===== src/rtl/ln_rcv_pkg.sv =====
// Shared widths, flag constants and FSM state encoding for the ln_rcv link receiver.
package ln_rcv_pkg;

  localparam int unsigned ADDRESS_SIZE = 8;
  localparam int unsigned DATA_SIZE    = 8;

  localparam logic ON  = 1'b1;
  localparam logic OFF = 1'b0;

  typedef enum logic [1:0] {
    S_SYNC = 2'd0,
    S_IDLE = 2'd1,
    S_ACK  = 2'd2
  } state_t;

endpackage


===== src/rtl/ln_rcv_fifo.sv =====
// Synchronous FIFO buffering accepted link payloads; extra pointer MSB separates full from empty.
module ln_rcv_fifo
  import ln_rcv_pkg::*;
#(
  parameter int unsigned DSZ   = DATA_SIZE,
  parameter int unsigned DEPTH = 4
) (
  input  logic           i_clk,
  input  logic           i_rst_n,
  input  logic           push,
  input  logic [DSZ-1:0] din,
  input  logic           pop,
  output logic           full,
  output logic           empty,
  output logic [DSZ-1:0] head
);

  localparam int unsigned AW = $clog2(DEPTH);
  localparam int unsigned PW = AW + 1;

  logic [PW-1:0]  wr_ptr;
  logic [PW-1:0]  rd_ptr;
  logic [DSZ-1:0] mem [DEPTH];
  logic           push_ok;
  logic           pop_ok;

  assign empty   = (wr_ptr == rd_ptr);
  assign full    = (wr_ptr[AW] != rd_ptr[AW]) && (wr_ptr[AW-1:0] == rd_ptr[AW-1:0]);
  assign push_ok = push && !full;
  assign pop_ok  = pop && !empty;
  assign head    = empty ? '0 : mem[rd_ptr[AW-1:0]];

  always_ff @(posedge i_clk or negedge i_rst_n) begin
    if (!i_rst_n) begin
      wr_ptr <= '0;
      rd_ptr <= '0;
    end else begin
      if (push_ok) wr_ptr <= wr_ptr + PW'(1);
      if (pop_ok)  rd_ptr <= rd_ptr + PW'(1);
    end
  end

  always_ff @(posedge i_clk) begin
    if (push_ok) mem[wr_ptr[AW-1:0]] <= din;
  end

endmodule


===== src/rtl/ln_rcv.sv =====
// Receiving end of the 4-phase addr/dat/req/ack link: synchronises req, filters on address,
// checks the data sequence and buffers accepted payloads for a stallable local consumer.
module ln_rcv
  import ln_rcv_pkg::*;
#(
  parameter int unsigned        ASZ        = ADDRESS_SIZE,
  parameter int unsigned        DSZ        = DATA_SIZE,
  parameter logic [ASZ-1:0]     LOCAL_ADDR = '0,
  parameter int unsigned        DEPTH      = 4,
  parameter logic               CHK_SEQ    = ON
) (
  input  logic           i_clk,
  input  logic           i_rst_n,
  input  logic [ASZ-1:0] i_addr,
  input  logic [DSZ-1:0] i_dat,
  input  logic           i_req,
  output logic           o_ack,
  output logic [DSZ-1:0] o_dat,
  output logic           o_valid,
  input  logic           i_ready,
  output logic [DSZ-1:0] o_ck_dat,
  output logic           o_err,
  output logic [1:0]     o_err_code
);

  state_t     state;
  state_t     state_nxt;
  logic       req_m;
  logic       req_s;
  logic       capture;
  logic       addr_hit;
  logic       push;
  logic       pop;
  logic       full;
  logic       empty;
  logic       seq_seen;
  logic       ack_nxt;
  logic [1:0] err_code;

  // Synchroniser resets high so a request still asserted across reset is seen as
  // in flight and S_SYNC waits for it to drop instead of capturing it twice.
  always_ff @(posedge i_clk or negedge i_rst_n) begin
    if (!i_rst_n) begin
      req_m <= 1'b1;
      req_s <= 1'b1;
    end else begin
      req_m <= i_req;
      req_s <= req_m;
    end
  end

  always_ff @(posedge i_clk or negedge i_rst_n) begin
    if (!i_rst_n) state <= S_SYNC;
    else          state <= state_nxt;
  end

  always_comb begin
    state_nxt = state;
    capture   = 1'b0;
    unique case (state)
      S_SYNC: if (!req_s) state_nxt = S_IDLE;
      S_IDLE: if (req_s && !full) begin
        capture   = 1'b1;
        state_nxt = S_ACK;
      end
      S_ACK:  if (!req_s) state_nxt = S_IDLE;
      default: state_nxt = S_SYNC;
    endcase
  end

  assign ack_nxt  = (state_nxt == S_ACK);
  assign addr_hit = (i_addr == LOCAL_ADDR);
  assign push     = capture && addr_hit;
  assign o_valid  = !empty;
  assign pop      = o_valid && i_ready;

  always_ff @(posedge i_clk or negedge i_rst_n) begin
    if (!i_rst_n) begin
      o_ack    <= 1'b0;
      o_ck_dat <= '0;
      seq_seen <= 1'b0;
      err_code <= '0;
    end else begin
      o_ack <= ack_nxt;
      if (capture) begin
        if (addr_hit) begin
          o_ck_dat <= i_dat;
          seq_seen <= 1'b1;
          if (CHK_SEQ && seq_seen && (i_dat != o_ck_dat + DSZ'(1))) err_code[1] <= 1'b1;
        end else begin
          err_code[0] <= 1'b1;
        end
      end
    end
  end

  assign o_err_code = err_code;
  assign o_err      = |err_code;

  ln_rcv_fifo #(
    .DSZ   (DSZ),
    .DEPTH (DEPTH)
  ) u_fifo (
    .i_clk   (i_clk),
    .i_rst_n (i_rst_n),
    .push    (push),
    .din     (i_dat),
    .pop     (pop),
    .full    (full),
    .empty   (empty),
    .head    (o_dat)
  );

endmodule


===== config.mk =====
export PLATFORM = sky130hd
export DESIGN_NAME = ln_rcv
export DESIGN_NICKNAME = d
export VERILOG_FILES = /design/src/rtl/ln_rcv_pkg.sv /design/src/rtl/ln_rcv_fifo.sv /design/src/rtl/ln_rcv.sv
export SDC_FILE = /design/constraint.sdc
export NUM_CORES = 1
export LEC_CHECK = 0
export BUFFER_PORTS_ARGS = -buffer_cell sky130_fd_sc_hd__buf_2
export CORE_ASPECT_RATIO = 0.9
export CORE_MARGIN = 5
export CORE_UTILIZATION = 30
export DETAILED_ROUTE_END_ITERATION = 16
export PLACE_DENSITY = 0.46
export SYNTH_ARGS = -nofsm -noshare
export SYNTH_HDL_FRONTEND = slang
export SYNTH_SLANG_ARGS = --single-unit

===== constraint.sdc =====
create_clock -name i_clk -period 4.55 [get_ports i_clk]
set_input_delay 0.455 -clock i_clk [delete_from_list [all_inputs] [get_ports i_clk]]
set_output_delay 0.455 -clock i_clk [all_outputs]
set_load 0.01 [all_outputs]

==> results.yml, run 1 <==
run_status:
  status: "completed"
die:
  row_count: 31
  fp.dieArea_um2: 10100
  ios: 41
  die_x_um: 105
  start_util: 0.306
  die_y_um: 95.8
  core_um2: 8030
logic_synthesis:
  synth_cell_types: 43
  ys_ff_latch: 54
  ys_top_cells_by_area: "edfxtp_1 39%, dfrtp_1 20%, mux4_2 5.5%"
  synth_top_area_cell: "edfxtp_1"
  synth_area_per_cell_um2: 15.3
  yosys.area.top_type_share: 0.391
  yosysMostFrequentCell: "edfxtp_1"
  netlist_area_um2: 2460
  synth.net_count: 187
  synth-edff-count: 32
  postSynthCellCount: 161
  synth_commonest_cells: "32 x edfxtp_1, 20 x dfrtp_1, 13 x and2_1, 9 x xnor2_1"
  yosysWarnings: 0
  synthArstFlopShare: 0.407
  ys_seq_area_frac: 0.616
  ys.flop_type: "edfxtp_1"
critical_path:
  worstPathMaxFanout: 11
  cp_slowest_stage_delay_ps: 800
  critPathBufInv: 1
  end_kind: "primary output"
  worstSetupPathType: "flip-flop to primary output"
  required_ps: 4090
  arrival_ps: 2110
  start_kind: "flip-flop"
  crit_chain: "xnor2_2 -> nand3b_1 -> and2_1 -> buf_2"
  critical-path-top-delay-family: "flip-flops"
  slowest_stage: "dfrtp_1"
sta:
  rsz0062_at_grt: "no"
  final-setup-viol-count: 0
  min_period_ps: 2560
  period_share: 0.563
  finClkSkew_ps: 6.97
  max-slew-margin-rel: 0.545
  tightest_slew_ps: 682
  fmax_ghz: 0.390
  finalMaxSlewViolations: 0
  hold_viol_final: 0
  fin_tns_setup_ps: 0
  hold_slack_ps: 104
placement:
  dp.cells: 295
  port_buffers: 40
  hpwl_um: 3340
  place.gp.congestion: 0.765
route:
  vias: 1424
  drcViolationCount: 0
  ant_nets: 0
  routedWlPerCell_um: 15.7
  first_iter_violations: 47
  wl_um: 4740
  viasPerCell: 4.70
  drtPass1Iterations: 4
power_and_ir_drop:
  power_switching_mw: 0.364
  clkPwrFrac: 0.266
  finalPower_mw: 1.25
  pwr-share-seq: 0.489
  internal-power_mw: 0.886
  max-vdd-ir-drop_mv: 0.134
  p_leak_nw: 1.17
  powerDensity_nw_per_um2: 438
  netSwitchingFraction: 0.291
  pwr-share-comb: 0.244
global_route:
  grt_pass1_vias: 1450
  grt-ovfl-total: 0
  grt_max_degree: 23
  antenna_found_initial: 0
  grt_pass1_wl_um: 7670
  grt_use_total: 0.101
finish:
  fin_cells: 303
  nets: 229
  layout-drive-gt1-share: 0.309
  n_fill_cell: 783
  antenna_cells: 0
  area_growth_pct: 16.1
cts:
  clk_latency_ps: 310
  tritoncts: "yes"
  htreeDepth: 2
  root_buffer: "clkbuf_8"
  cts.sinks: 54
  post_cts_resized: 0
  numCtsBuffers: 5
  post-cts-setup-buffers: 0
  clk_path_buf_depth: 2
  clkTransAtPathRegs_ps: 100
  hold_buffers: 0
min_path:
  hold_path_class: "primary input to async pin"
job:
  drv_cap: 0
## stage by stage
step	area, um^2	utilization	setup WS [ps]
after detailed placement	2740	0.341	2020
after floorplan	2460	-	2600
after CTS	2850	0.355	1890
after global placement	2740	0.341	2020
after global routing	2850	0.355	1730
final	2850	0.355	1990
## worst paths after layout
check / startpoint / cells past startpoint / to / slack (ps)
hold / removal: i_rst_n / 1 / u_fifo.rd_ptr[1] / 100
setup reg to reg: u_fifo.rd_ptr[0] / 4 / o_ck_dat[0] / 2050
setup / recovery: u_fifo.rd_ptr[0] / 4 / o_dat[6] / 1990
hold reg to reg: req_m / 0 / req_s / 360
min in group i_clk: i_req / 1 / req_m / 240
max in group asynchronous: i_rst_n / 1 / req_s / 4080
## flip-flops by register name (all words and copies together), names as in the netlist
register,flops
o_ack,1
o_ck_dat,8
o_err_code,2
req_m,1
req_s,1
seq_seen,1
state,2
u_fifo.mem,32
u_fifo.rd_ptr,3
u_fifo.wr_ptr,3
## routing by layer
layer / wire length [um] / vias to the layer above / GRT usage
met5: 0 / - / 0
met4: 61 / 0 / 0.0361
met1: 2420 / 707 / 0.142
met3: 204 / 7 / 0.0275
met2: 2060 / 29 / 0.149
li1: - / 681 / -
## cells in the final DEF, fill, tap and decap left out, types with 3 or more instances in the layout
master / netlist / layout
inv_1: 7 / 7
xor2_1: 6 / 6
xnor2_1: 9 / 9
o21ai_0: 3 / 3
mux4_2: 6 / 6
nand3_1: 3 / 3
ha_1: 6 / 6
mux2_1: 7 / 7
a21oi_1: 4 / 4
nor2_1: 3 / 3
edfxtp_1: 32 / 32
buf_2: 0 / 40
nand2_1: 6 / 6
dfrtp_1: 20 / 20
clkbuf_8: 0 / 5
and2_1: 13 / 13
## area by class of cell
| type | instances | area, um^2 | area share |
|---|---|---|---|
| inverters | 7 | 26.3 | 0.00921 |
| clock buffers | 5 | 68.8 | 0.0241 |
| well taps | 99 | 124 | 0.0434 |
| repair buffers | 40 | 200 | 0.0702 |
| multi-input cells | 95 | 871 | 0.305 |
| flip-flops and latches | 54 | 1510 | 0.531 |
| clock inverters | 3 | 47.5 | 0.0167 |
## power groups by stage
stage / logic, mW / clock network, mW / registers, mW
final: 0.305 / 0.333 / 0.612
after global routing: 0.341 / 0.366 / 0.622
after global placement: 0.311 / 0 / 0.626
after detailed placement: 0.312 / 0 / 0.626
after floorplan: 0.261 / 0 / 0.577
after CTS: 0.313 / 0.341 / 0.616
## worst register-to-register path, cell delays in order, from the launching register on
cell	delay (ps)
dfrtp_1	800
xnor2_2	190
a311oi_2	390
and3_1	620
mux2_1	380
## logic make-up (layout without fill, tap and decap cells)
logic type / Yosys count / after routing / share of synthesized area
fa+ha+maj: 6 / 6 / 0.0306
flops: 54 / 54 / 0.616
buf+inv: 12 / 55 / 0.0290
compound gates: 19 / 19 / 0.0581
simple gates: 37 / 37 / 0.0861
mux: 16 / 16 / 0.113
xor+xnor: 17 / 17 / 0.0667
(Power assumes the default switching activity.)
==> inputs of run 2 (changes only) <==
PLACE_DENSITY = 0.48   (was 0.46)
clock period = 2.1 ns   (was 4.55 ns; I/O delays follow)
==> run 2 against run 1 <==
Effect of this change:
- wire length decreased by 0.99%
- cell area increased by 3.0%
- global-route usage increased by 0.16 points
- clock power increased by 83%
- critical endpoint is now u_fifo.mem[1][7]
==> results.yml, run 2 (synthesis results as in run 1) <==
min_path:
  worst_hold_path.num_cells: 1
  hold_path.startpoint: "i_dat[6]"
  hold_path_class: "primary input to flip-flop"
  min_to: "u_fifo.mem[0][6]"
finish:
  antenna_cells: 0
  fin_area_um2: 2940
  fin_util: 0.366
  seq_area_um2: 1510
  multi_input_area_um2: 871
  n_fill_cell: 776
  area_growth_pct: 19.6
  largest_reg_flops: 32
  nets: 240
  layout-drive-gt1-share: 0.335
  final_common_cell: "buf_2"
  final_cell_mix: "40 x buf_2, 32 x edfxtp_1, 20 x dfrtp_1"
sta:
  final-setup-viol-count: 0
  finClkSkew_ps: 5.01
  period_share: 0.941
  finalMaxSlewViolations: 0
  rsz0062_at_grt: "no"
  tightest_slew_ps: 523
  fin_tns_setup_ps: 0
  hold_viol_final: 0
  max-slew-margin-rel: 0.652
  fmax_ghz: 0.506
  fin_ws_ps: 123
  min_period_ps: 1980
cts:
  clk_latency_ps: 310
  htreeDepth: 2
  clkTransAtPathRegs_ps: 100
  numCtsBuffers: 5
  cts.sinks: 54
  clk_path_buf_depth: 2
  root_buffer: "clkbuf_8"
  tritoncts: "yes"
die:
  ios: 41
  die_x_um: 105
  row_count: 31
  die_y_um: 95.8
  fp.dieArea_um2: 10100
  core_um2: 8030
  start_util: 0.306
critical_path:
  crit_chain: "buf_4 -> xnor2_2 -> a311oi_2 -> and3_1 -> and2_1"
  ff2ff_path_depth: 5
  reg2reg_from: "u_fifo.rd_ptr[0]"
  slowest_stage: "dfrtp_1"
  arrival_ps: 1950
  worstPathMaxFanout: 8
  cp_slowest_stage_delay_ps: 400
  r2r_end: "u_fifo.mem[1][7]"
  reg2reg_setup_slack_ps: 120
  worstSetupPathType: "flip-flop to flip-flop"
  end_kind: "flip-flop"
  required_ps: 2080
  start_kind: "flip-flop"
global_route:
  grt_pass1_wl_um: 7780
  grt_pass1_vias: 1492
  grt_use_total: 0.102
  antenna_found_initial: 0
  grt_max_degree: 23
  grt-ovfl-total: 0
route:
  first_iter_violations: 25
  vias: 1411
  viasPerCell: 4.49
  routedWlPerCell_um: 15.0
  drcViolationCount: 0
  drtPass1Iterations: 4
  ant_nets: 0
  wl_um: 4700
placement:
  port_buffers: 40
  place.gp.congestion: 0.701
  hpwl_um: 3410
  placed_cell_area_um2: 2800
  pre_cts_slack_ps: 136
power_and_ir_drop:
  max-vdd-ir-drop_mv: 0.293
  powerDensity_nw_per_um2: 911
  p_leak_nw: 1.22
run_status:
  status: "completed"
job:
  drv_cap: 0
## run 2: changes by cell type in the layout (fill, tap and decap cells not counted)
cell	previous run	this run
dlygate4sd3_1	0	2
buf_6	0	1
bufinv_16	1	0
buf_12	0	1
buf_4	0	7
inv_8	0	1
## run 2: worst max path at each step
stage | start | end | slack, ps
after floorplan | u_fifo.rd_ptr[0] | o_ck_dat[3] | 230
after global placement | i_addr[5] | u_fifo.mem[1][2] | 150
after detailed placement | i_addr[1] | u_fifo.mem[1][3] | 140
after CTS | u_fifo.rd_ptr[0] | o_dat[6] | 40
final | u_fifo.rd_ptr[0] | u_fifo.mem[1][7] | 120
after global routing | u_fifo.rd_ptr[0] | u_fifo.mem[1][6] | 30
## run 2: layer usage
metal  global-route usage  share of wire  vias to the layer above
li1                     -              -                      701
met1                0.135           0.50                      676
met2                0.161           0.44                       28
met3               0.0322          0.048                        6
met4               0.0328          0.014                        0
met5                    0              0                        -
## run 2: final cells by class
type                    count  share of cell area
flip-flops and latches     54               0.516
multi-input cells          95               0.297
repair buffers             51               0.104
well taps                  99              0.0422
clock buffers               5              0.0234
clock inverters             3             0.00980
inverters                   7             0.00895
## run 2: what timing repair did
item	4_1_cts	5_1_grt
setup endpoints to repair	1	8
pin swaps	0	1
hold buffers	2	0
resized for setup	1	0
hold endpoints to repair	21	0
buffers inserted	0	2
## run 2: power breakdown
group	leakage (nW)	internal, mW	switching, mW	total [mW]
Clock	0.0506	0.250	0.360	0.609
Sequential	0.556	1.18	0.0496	1.23
Combinational	0.610	0.442	0.389	0.831
Total	1.22	1.88	0.798	2.67
## run 2: worst max-delay path, delay by kind of cell, from the launching register on
family,cells,cell delay [ps]
AO/OA/AOI/OAI,1,330
XOR/XNOR,1,150
buffers and inverters,1,150
flip-flops,1,400
AND/OR/NAND/NOR,2,630
## run 2: stage by stage
step / hold slack [ps] / total power, mW / cells
3_3_place_gp: 232 / 2.07 / 302
4_1_cts: 165 / 2.71 / 312
3_5_place_dp: 229 / 2.07 / 302
2_1_floorplan: -85.6 / 1.82 / 161
5_1_grt: 162 / 2.87 / 314
6_report: 167 / 2.67 / 314
==> inputs of run 3 (changes only) <==
CELL_PAD_IN_SITES_DETAIL_PLACEMENT = 1   (was unset)
CELL_PAD_IN_SITES_GLOBAL_PLACEMENT = 2   (was unset)
CTS_BUF_LIST = sky130_fd_sc_hd__clkbuf_16   (was unset)
PLACE_DENSITY = 0.63   (was 0.48)
==> run 3 against run 2 <==
Effect of this change:
- count of clock-buffer cells in the layout is the same
- setup slack got worse by 31 ps
- combinational power fell by 4.2%
- register-to-register slack improved by 160 ps
- core utilization grew 0.92 points
- sequential share of layout area shrank 1.3 points
- wire length is 5.3% higher
- cell count did not move
- hold slack lost 150 ps
- clock skew increased by 1.6 ps
- critical path type is now flip-flop to primary output
- largest power group unchanged
==> results.yml, run 3 (synthesis results as in run 1) <==
job:
  drv_cap: 0
global_route:
  grt-ovfl-total: 0
  grt_use_total: 0.103
  antenna_found_initial: 0
  grt_pass1_vias: 1505
  grt_pass1_wl_um: 7900
  grt_max_degree: 23
finish:
  multi_input_area_um2: 871
  nets: 240
  antenna_cells: 0
  area_growth_pct: 22.6
  final_cell_mix: "40 x buf_2, 32 x edfxtp_1, 20 x dfrtp_1"
  final_common_cell: "buf_2"
  layout-drive-gt1-share: 0.340
  seq_area_um2: 1510
  largest_reg_flops: 32
  n_fill_cell: 840
critical_path:
  worstPathMaxFanout: 10
  end_kind: "primary output"
  arrival_ps: 1800
  required_ps: 1890
  worstSetupPathType: "flip-flop to primary output"
  start_kind: "flip-flop"
cts:
  clkTransAtPathRegs_ps: 70
  htreeDepth: 2
  numCtsBuffers: 5
  post-cts-setup-buffers: 0
  clk_latency_ps: 290
  tritoncts: "yes"
  clk_path_buf_depth: 2
  root_buffer: "clkbuf_16"
  cts.sinks: 54
route:
  vias: 1442
  wl_um: 4950
  drtPass1Iterations: 4
  routedWlPerCell_um: 15.8
  ant_nets: 0
  viasPerCell: 4.59
  drcViolationCount: 0
  first_iter_violations: 27
sta:
  finalMaxSlewViolations: 0
  hold_viol_final: 0
  rsz0062_at_grt: "no"
  fin_tns_setup_ps: 0
  final-setup-viol-count: 0
  fmax_ghz: 0.498
  period_share: 0.956
  finClkSkew_ps: 6.61
  min_period_ps: 2010
  tightest_slew_ps: 535
  max-slew-margin-rel: 0.643
power_and_ir_drop:
  p_leak_nw: 1.25
  finalPower_mw: 2.98
  max-vdd-ir-drop_mv: 0.399
  powerDensity_nw_per_um2: 991
placement:
  place.gp.congestion: 0.703
  hpwl_um: 3690
  port_buffers: 40
die:
  die_y_um: 95.8
  core_um2: 8030
  fp.dieArea_um2: 10100
  start_util: 0.306
  die_x_um: 105
  row_count: 31
  ios: 41
min_path:
  hold_path_class: "primary input to flip-flop"
run_status:
  status: "completed"
-- run 3: critical path, stage by stage (launching register included) --
cell and delay, ps:
dfrtp_1 420, buf_6 200, mux4_1 580, and2_1 170, buf_2 130
-- run 3: per-layer routing --
layer,global-route usage,wire length [um]
met4,0.0295,53
met1,0.141,2390
met5,0,0
met3,0.0255,224
met2,0.162,2280
-- run 3: stage by stage --
stage          worst slack (ps)  instances  hold WS (ps)   util  instance area [um^2]
2_1_floorplan               226        161         -85.6      -                  2460
3_3_place_gp                232        305           235  0.352                  2820
3_5_place_dp                235        305           232  0.352                  2820
4_1_cts                    9.05        314          10.7  0.374                  3010
5_1_grt                    29.5        314          9.45  0.375                  3010
6_report                   91.8        314          19.3  0.375                  3010
-- run 3: layout make-up --
class	count	share of cell area
Sequential cell	54	0.503
Multi-Input combinational cell	95	0.289
Inverter	7	0.00873
Timing Repair Buffer	51	0.100
Clock buffer	5	0.0416
Tap cell	99	0.0411
Clock inverter	3	0.0162
-- run 3: where the power goes --
group | total [mW] | internal [mW] | switching [mW]
combinational | 0.796 | 0.419 | 0.377
clock | 0.945 | 0.571 | 0.374
sequential | 1.24 | 1.18 | 0.0563
total | 2.98 | 2.17 | 0.807
-- run 3: what timing repair did --
action                     in CTS  in global routing
gates resized for setup         0                  1
setup endpoints to repair       0                  2
hold endpoints to repair       20                  0
hold buffers                    1                  0
-- run 3: final timing paths --
check                                 start          endpoint  cells past startpoint  slack (ps)
setup / recovery           u_fifo.rd_ptr[0]          o_dat[0]                      4          90
hold / removal                        i_req             req_m                      1          20
setup reg to reg           u_fifo.wr_ptr[0]  u_fifo.mem[2][2]                      5         280
hold reg to reg                       req_m             req_s                      0         360
max in group asynchronous           i_rst_n             req_m                      2        1290
min in group asynchronous           i_rst_n       o_ck_dat[0]                      2         440
